==> config.mk <==
export PLATFORM = sky130hd
export DESIGN_NAME = dift_tag_check_sm
export DESIGN_NICKNAME = d
export VERILOG_FILES = /design/src/rtl/dift_tag_check_sm_pkg.sv /design/src/rtl/dift_tag_check_sm_viol_fifo.sv /design/src/rtl/dift_tag_check_sm.sv
export SDC_FILE = /design/constraint.sdc
export NUM_CORES = 1
export LEC_CHECK = 0
export CAP_MARGIN = 20
export CORE_ASPECT_RATIO = 2
export CORE_UTILIZATION = 31
export CTS_CLUSTER_SIZE = 8
export DETAILED_ROUTE_END_ITERATION = 16
export SLEW_MARGIN = 20
export SYNTH_ARGS = -nofsm -noshare
export SYNTH_HDL_FRONTEND = slang
export SYNTH_SLANG_ARGS = --single-unit
==> constraint.sdc <==
create_clock -name clk -period 5.1 [get_ports clk]
set_clock_uncertainty 0.05 [all_clocks]
set_input_delay 1.53 -clock clk [delete_from_list [all_inputs] [get_ports clk]]
set_output_delay 1.53 -clock clk [all_outputs]
set_load 0.02 [all_outputs]
==> src/rtl/dift_tag_check_sm_pkg.sv <==
// Shared types for the DIFT tag check unit: policy register, opclasses, trap types
// and the violation record carried by the trap register and the violation log.
package dift_tag_check_sm_pkg;

  localparam int DIFT_NUM_TRAP_TYPES = 5;

  typedef enum logic [1:0] {
    BRANCH_NONE,
    BRANCH_JAL,
    BRANCH_JALR,
    BRANCH_COND
  } dift_jump_t;

  typedef enum logic [1:0] {
    DIFT_BR_OFF,
    DIFT_BR_OR,
    DIFT_BR_AND,
    DIFT_BR_SINGL
  } dift_br_mode_t;

  typedef struct packed {
    logic          exec;
    logic          jalr;
    dift_br_mode_t branch;
    logic          branch_sel_b;  // SINGL mode: 1 checks op B, 0 checks op A
    logic          store;
    logic          load;
  } dift_tccr_t;

  typedef enum logic [2:0] {
    DIFT_OPCLASS_OTHER,
    DIFT_OPCLASS_LOAD,
    DIFT_OPCLASS_STORE,
    DIFT_OPCLASS_BRANCH,
    DIFT_OPCLASS_JUMP
  } dift_opclass_t;

  typedef enum logic [2:0] {
    DIFT_TRAP_TYPE_NONE,
    DIFT_TRAP_TYPE_EXEC,
    DIFT_TRAP_TYPE_JALR,
    DIFT_TRAP_TYPE_BRANCH,
    DIFT_TRAP_TYPE_STORE,
    DIFT_TRAP_TYPE_LOAD
  } dift_trap_t;

  typedef struct packed {
    dift_trap_t  trap_type;
    logic [31:0] pc;
  } dift_viol_rec_t;

  // Counter slot of a trap type: EXEC -> 0 ... LOAD -> 4; NONE maps out of range.
  function automatic logic [2:0] trap_idx(dift_trap_t t);
    return 3'(t) - 3'd1;
  endfunction

endpackage

==> src/rtl/dift_tag_check_sm_viol_fifo.sv <==
// Violation log FIFO: DEPTH records, extra-MSB pointers for full/empty, sticky
// overflow when a push is dropped. A pop frees room for a same-cycle push.
module dift_viol_fifo
  import dift_tag_check_sm_pkg::*;
#(
  parameter int DEPTH = 4
) (
  input  logic           clk,
  input  logic           rst_n,
  input  logic           push_i,
  input  dift_viol_rec_t push_data_i,
  input  logic           pop_i,
  output dift_viol_rec_t head_o,
  output logic           full_o,
  output logic           empty_o,
  output logic           overflow_o
);

  localparam int AW = $clog2(DEPTH);
  localparam int PW = AW + 1;

  logic [PW-1:0]  wptr_q, wptr_d, rptr_q, rptr_d;
  dift_viol_rec_t mem_q [DEPTH];
  dift_viol_rec_t mem_d [DEPTH];
  logic           overflow_q, overflow_d;
  logic           do_push, do_pop;

  assign empty_o = (wptr_q == rptr_q);
  assign full_o  = (wptr_q[AW] != rptr_q[AW]) && (wptr_q[AW-1:0] == rptr_q[AW-1:0]);
  assign do_pop  = pop_i & ~empty_o;
  assign do_push = push_i & (~full_o | do_pop);

  always_comb begin
    mem_d = mem_q;
    if (do_push) mem_d[wptr_q[AW-1:0]] = push_data_i;
    wptr_d     = wptr_q + PW'(do_push);
    rptr_d     = rptr_q + PW'(do_pop);
    overflow_d = overflow_q | (push_i & ~do_push);
  end

  always_ff @(posedge clk or negedge rst_n) begin
    if (!rst_n) begin
      wptr_q     <= '0;
      rptr_q     <= '0;
      overflow_q <= 1'b0;
      for (int i = 0; i < DEPTH; i++) mem_q[i] <= '0;
    end else begin
      wptr_q     <= wptr_d;
      rptr_q     <= rptr_d;
      overflow_q <= overflow_d;
      mem_q      <= mem_d;
    end
  end

  assign head_o     = mem_q[rptr_q[AW-1:0]];
  assign overflow_o = overflow_q;

endmodule

==> src/rtl/dift_tag_check_sm.sv <==
// DIFT tag check unit: masked tag checks, per-type threshold counters, held trap
// with ack handshake. Optional violation log FIFO under `DIFT_TRAP_LOG_EN.
module dift_tag_check_sm
  import dift_tag_check_sm_pkg::*;
#(
  parameter int TAG_W     = 1,
  parameter int CNT_W     = 8,
  parameter int LOG_DEPTH = 4
) (
  input  logic                               clk,
  input  logic                               rst_n,
  input  dift_tccr_t                         tccr_i,
  input  logic [TAG_W-1:0]                   tag_mask_i,
  input  logic [CNT_W-1:0]                   threshold_i,
  input  dift_opclass_t                      opclass_i,
  input  logic                               is_decoding_i,
  input  logic [1:0]                         jump_in_i,
  input  logic [31:0]                        pc_i,
  input  logic [TAG_W-1:0]                   instr_rtag_i,
  input  logic [TAG_W-1:0]                   jump_target_tag_i,
  input  logic [TAG_W-1:0]                   operand_a_tag_i,
  input  logic [TAG_W-1:0]                   operand_b_tag_i,
  output logic                               trap_o,
  output dift_trap_t                         trap_type_o,
  output logic [31:0]                        trap_pc_o,
  input  logic                               trap_ack_i,
  output logic                               trap_missed_o,
  input  logic                               cnt_clear_i,
  output logic [DIFT_NUM_TRAP_TYPES*CNT_W-1:0] cnt_o,
  output logic                               log_valid_o,
  output dift_trap_t                         log_type_o,
  output logic [31:0]                        log_pc_o,
  input  logic                               log_pop_i,
  output logic                               log_overflow_o
);

  typedef enum logic {TRAP_IDLE, TRAP_PENDING} trap_state_t;

  trap_state_t state_q, state_d;
  dift_viol_rec_t rec_q, rec_d;
  logic is_decoding_q, is_decoding_d;
  logic missed_q, missed_d;
  logic [DIFT_NUM_TRAP_TYPES-1:0][CNT_W-1:0] cnt_q, cnt_d;

  logic taint_instr, taint_jt, taint_a, taint_b;
  logic exec_hit, op_viol, viol, fire;
  dift_trap_t op_type, vtype;
  logic [2:0] vidx;
  logic [CNT_W-1:0] cur_cnt;
  logic [CNT_W:0] thr_eff;
  dift_viol_rec_t new_rec;

  assign is_decoding_d = is_decoding_i;
  assign taint_instr = |(instr_rtag_i & tag_mask_i);
  assign taint_jt    = |(jump_target_tag_i & tag_mask_i);
  assign taint_a     = |(operand_a_tag_i & tag_mask_i);
  assign taint_b     = |(operand_b_tag_i & tag_mask_i);

  always_comb begin
    op_viol = 1'b0;
    op_type = DIFT_TRAP_TYPE_NONE;
    case (opclass_i)
      DIFT_OPCLASS_LOAD: begin
        op_viol = tccr_i.load & taint_a;
        op_type = DIFT_TRAP_TYPE_LOAD;
      end
      DIFT_OPCLASS_STORE: begin
        op_viol = tccr_i.store & taint_a;
        op_type = DIFT_TRAP_TYPE_STORE;
      end
      DIFT_OPCLASS_BRANCH: begin
        op_type = DIFT_TRAP_TYPE_BRANCH;
        case (tccr_i.branch)
          DIFT_BR_OR:    op_viol = taint_a | taint_b;
          DIFT_BR_AND:   op_viol = taint_a & taint_b;
          DIFT_BR_SINGL: op_viol = tccr_i.branch_sel_b ? taint_b : taint_a;
          default:       op_viol = 1'b0;
        endcase
      end
      DIFT_OPCLASS_JUMP: begin
        op_viol = tccr_i.jalr & (jump_in_i == BRANCH_JALR) & taint_jt;
        op_type = DIFT_TRAP_TYPE_JALR;
      end
      default: begin
        op_viol = 1'b0;
        op_type = DIFT_TRAP_TYPE_NONE;
      end
    endcase
    exec_hit = tccr_i.exec & taint_instr;
    viol     = is_decoding_q & (exec_hit | op_viol);
    vtype    = exec_hit ? DIFT_TRAP_TYPE_EXEC : op_type;
    vidx     = trap_idx(vtype);
    new_rec  = '{trap_type: vtype, pc: pc_i};
  end

  // Threshold 0 behaves like 1; the +1 is done one bit wider so a saturated counter still fires.
  always_comb begin
    cur_cnt = '0;
    for (int i = 0; i < DIFT_NUM_TRAP_TYPES; i++) begin
      if (vidx == 3'(i)) cur_cnt = cnt_q[i];
    end
    thr_eff = (threshold_i == '0) ? (CNT_W+1)'(1) : {1'b0, threshold_i};
    fire    = viol & (({1'b0, cur_cnt} + (CNT_W+1)'(1)) >= thr_eff);
    cnt_d   = cnt_q;
    for (int i = 0; i < DIFT_NUM_TRAP_TYPES; i++) begin
      if (cnt_clear_i) begin
        cnt_d[i] = '0;
      end else if (viol && (vidx == 3'(i))) begin
        if (fire) cnt_d[i] = '0;
        else if (cnt_q[i] != '1) cnt_d[i] = cnt_q[i] + CNT_W'(1);
      end
    end
  end

  always_comb begin
    state_d  = state_q;
    rec_d    = rec_q;
    missed_d = missed_q;
    case (state_q)
      TRAP_IDLE: begin
        if (fire) begin
          state_d = TRAP_PENDING;
          rec_d   = new_rec;
        end
      end
      TRAP_PENDING: begin
        if (trap_ack_i && fire) begin
          rec_d = new_rec;
        end else if (trap_ack_i) begin
          state_d = TRAP_IDLE;
          rec_d   = '0;
        end else if (fire) begin
          missed_d = 1'b1;
        end
      end
      default: state_d = TRAP_IDLE;
    endcase
    if (cnt_clear_i) missed_d = 1'b0;
  end

  always_ff @(posedge clk or negedge rst_n) begin
    if (!rst_n) begin
      state_q       <= TRAP_IDLE;
      rec_q         <= '0;
      missed_q      <= 1'b0;
      is_decoding_q <= 1'b0;
      cnt_q         <= '0;
    end else begin
      state_q       <= state_d;
      rec_q         <= rec_d;
      missed_q      <= missed_d;
      is_decoding_q <= is_decoding_d;
      cnt_q         <= cnt_d;
    end
  end

  assign trap_o        = (state_q == TRAP_PENDING);
  assign trap_type_o   = rec_q.trap_type;
  assign trap_pc_o     = rec_q.pc;
  assign trap_missed_o = missed_q;
  assign cnt_o         = cnt_q;

`ifdef DIFT_TRAP_LOG_EN
  dift_viol_rec_t log_head;
  logic log_empty, unused_log_full;

  dift_viol_fifo #(.DEPTH(LOG_DEPTH)) u_log (
    .clk        (clk),
    .rst_n      (rst_n),
    .push_i     (viol),
    .push_data_i(new_rec),
    .pop_i      (log_pop_i),
    .head_o     (log_head),
    .full_o     (unused_log_full),
    .empty_o    (log_empty),
    .overflow_o (log_overflow_o)
  );

  assign log_valid_o = ~log_empty;
  assign log_type_o  = log_empty ? DIFT_TRAP_TYPE_NONE : log_head.trap_type;
  assign log_pc_o    = log_empty ? 32'h0 : log_head.pc;
`else
  logic unused_log_pop;
  logic [$clog2(LOG_DEPTH):0] unused_log_ptr;
  assign unused_log_pop = log_pop_i;
  assign unused_log_ptr = '0;
  assign log_valid_o    = 1'b0;
  assign log_type_o     = DIFT_TRAP_TYPE_NONE;
  assign log_pc_o       = 32'h0;
  assign log_overflow_o = 1'b0;
`endif

endmodule

==> reports/metrics.yaml <==
detailed_routing:
  drc_errors: 0
  dr.first_iter.drc_count: 211
  wl_met2_mm: 9.74
  drt_pass1_iterations: 4
  drt_wl_total_mm: 17.3
  met1_length_mm: 6.33
  dr.max_layer_used: "met4"
  via_count: 4809
  ant_nets: 0
  wl_met3_um: 728
  routed_via_density: 5.21
  wire_per_inst_um: 18.7
global_route:
  grt_pass1_wl_mm: 27.2
  grt_pass1_vias: 5058
  grt_overflow: 0
  grt_max_degree: 79
  antenna_found_initial: 0
  grtUsageTotal_pct: 21.2
place:
  placedCellCount: 891
  post-place-ws_ns: -0.791
  gp_congestion: 0.896
  io_buffers: 138
  dp_hpwl_mm: 12.8
logic_synthesis:
  synth_seq_cells: 78
  avgSynthCellArea_um2: 9.66
  netlist_area_um2: 4910
  yosysSeqAreaShare_pct: 39.7
  syn_inst: 509
  async_flop_share_pct: 100
  yosys_warnings: 0
  synth_flop_cell: "dfrtp_1"
  synth_cell_types: 73
  synth_edf_count: 0
die:
  initial_core_util_pct: 32.0
  die_w_um: 91.0
  die_area_um2: 16400
  die_h_um: 180
  rows: 64
  io_pins: 177
  core_um2: 15400
outcome:
  status: "complete, no violations"
timing:
  final.period_utilization_pct: 98.4
  setup_viol: 0
  slew_viol_final: 0
  timing.hold.ws_ns: 0.446
  worst_slack_ns: 0.0805
  rsz0062_at_grt: "true"
  hold_viol_final: 0
  tightest_slew_ns: 0.724
  max_slew_margin_pct: 51.8
  min_period_ns: 5.02
  fmax_ghz: 0.199
clocking:
  clk_latency_ns: 0.34
  numCtsBuffers: 9
  tritoncts: "built"
  htree_levels: 3
  path_clk_slew_ns: 0.06
  cts_buffer_depth: 2
  cts-root-buf: "clkbuf_16"
  cts.sink_count: 78
layout:
  fin_util_pct: 49.3
  nets: 798
  syn_to_final_growth_pct: 54.2
  diodes: 0
  fill_cells: 1484
  drive_above_1_share_pct: 21.9
  fin_cells: 923
critical_path:
  worstReg2RegEnd: "cnt_o[22]"
  critPathCaptureType: "register"
  worstPathCellList: "buf_2, and3_4, buf_4, nor2_1, a221o_2, buf_4, a31oi_4, nor2_2, xor2_1, ha_1, a21o_1, a211o_1, nor3_4, a21oi_4, or4_4, or4_1, o21ai_1"
  cpPeakStageDelay_ns: 0.55
  crit_end: "cnt_o[22]"
  crit_path_start_kind: "input port"
  slowest_stage: "or4_4"
  r2r_cells: 15
  worstReg2RegStart: "cnt_o[16]"
  cp.required_ns: 5.31
  critPathKind: "input port to register"
  r2r_slack_ns: 1.15
  crit_start: "tag_mask_i"
  cp.arrival_ns: 5.23
  path_common_cell: "buf_4"
  critPathMaxFanout: 7
pwr:
  p_leak_nw: 3.36
  ir_worst_vdd_v: 0.000159
  powerDensity_nw_per_um2: 296
  power_mw: 2.24
min_path:
  min_path_type: "register to register"
job:
  drv_cap: 0
==> report_power, final <==
group | total [mW] | internal (mW) | switching [mW]
Clock | 0.731 | 0.475 | 0.256
Sequential | 0.792 | 0.713 | 0.0787
Combinational | 0.718 | 0.369 | 0.350
Total | 2.24 | 1.56 | 0.684
==> flip-flops by register name, summed over array words and instances (netlist names) <==
name and flops:
is_decoding_q 1, trap_o 1, trap_type_o 3, cnt_o 40, trap_pc_o 32, trap_missed_o 1
==> synthesized netlist by cell type, types with 4 or more instances <==
master,number,share of area [%]
a21o_1,15,2.3
a21oi_1,19,1.9
a22o_1,47,8.4
a22oi_1,6,0.92
a31oi_1,5,0.64
and2_1,4,0.51
and3_1,7,0.89
buf_2,9,0.92
buf_4,40,6.1
clkbuf_1,4,0.31
dfrtp_1,78,40
ha_1,14,3.6
inv_1,27,2.1
nand2_1,28,2.1
nand2b_1,9,1.1
nand3_1,30,3.1
nand3b_1,5,0.76
nand4_1,4,0.51
nor2_1,26,2.0
nor2b_1,11,1.4
nor3_1,9,0.92
o21ai_0,11,1.1
o21ai_1,4,0.41
o22ai_1,8,1.0
o31ai_1,8,1.2
or3_1,7,0.89
or4_1,5,0.76
xor2_1,4,0.71
==> final cells by class <==
class,instances,area [um^2],share of cell area (%)
tap,198,248,3.27
clock buffer,9,225,2.97
clock inverter,6,111,1.47
inverter,27,101,1.34
multi-input combinational,385,2840,37.5
sequential,78,1950,25.8
timing repair buffer,220,2100,27.7
==> layer usage <==
metal	up-vias	GRT usage [%]
li1	2261	-
met1	2349	22.8
met2	177	40.6
met3	22	2.91
met4	0	9.02
met5	-	0
==> how the worst min path moves through the flow <==
stage                               from              to  slack, ns  depth (start not counted)
after floorplan            trap_missed_o   trap_missed_o       0.55                          2
after global placement    trap_type_o[2]  trap_type_o[2]       0.42                          1
after CTS                 trap_type_o[2]  trap_type_o[2]       0.45                          1
after detailed placement  trap_type_o[2]  trap_type_o[2]       0.43                          1
after global routing      trap_type_o[1]  trap_type_o[1]       0.46                          1
final                     trap_type_o[2]  trap_type_o[2]       0.45                          1
==> critical path: cells and delay by family <==
family,cells,cell delay (ns)
AND/OR/NAND/NOR,6,1.60
AO/OA/AOI/OAI,6,1.19
buffers and inverters,3,0.45
adder cells (fa/ha/maj),1,0.30
XOR/XNOR,1,0.16
==> stage by stage <==
step                      setup TNS (ns)  cell area (um^2)
after CTS                              0              7390
after global placement            -45.31              6890
after global routing              -0.113              7580
after detailed placement          -49.84              6890
after floorplan                   -0.998              5130
final                                  0              7580
==> cell usage in the layout, fill, tap and decap left out, types with 10 or more instances in the layout <==
| master | count |
|---|---|
| clkdlybuf4s50_1 | 131 |
| dfrtp_1 | 78 |
| buf_4 | 68 |
| a22o_1 | 47 |
| conb_1 | 37 |
| nand3_1 | 29 |
| nand2_1 | 28 |
| inv_1 | 27 |
| nor2_1 | 22 |
| a21oi_1 | 18 |
| a21o_1 | 15 |
| ha_1 | 13 |
| clkbuf_16 | 11 |
| nor2b_1 | 10 |
==> cell families after synthesis <==
group,share of synthesized area [%]
AOI/OAI and AO/OA,26.5
and+or+nand+nor,18.5
buffers and inverters,9.85
DFF,39.7
adders and majority gates,3.56
xor gates and xnor gates,1.07
muxes,0.662
other,0.0763
==> what timing repair did <==
action,CTS,global route
buffers inserted,8,7
setup endpoints to repair,75,57
hold buffers,0,0
gates resized for setup,51,13
gates cloned,0,3
pin swaps,24,18
Power figures use the tool's default switching activity.
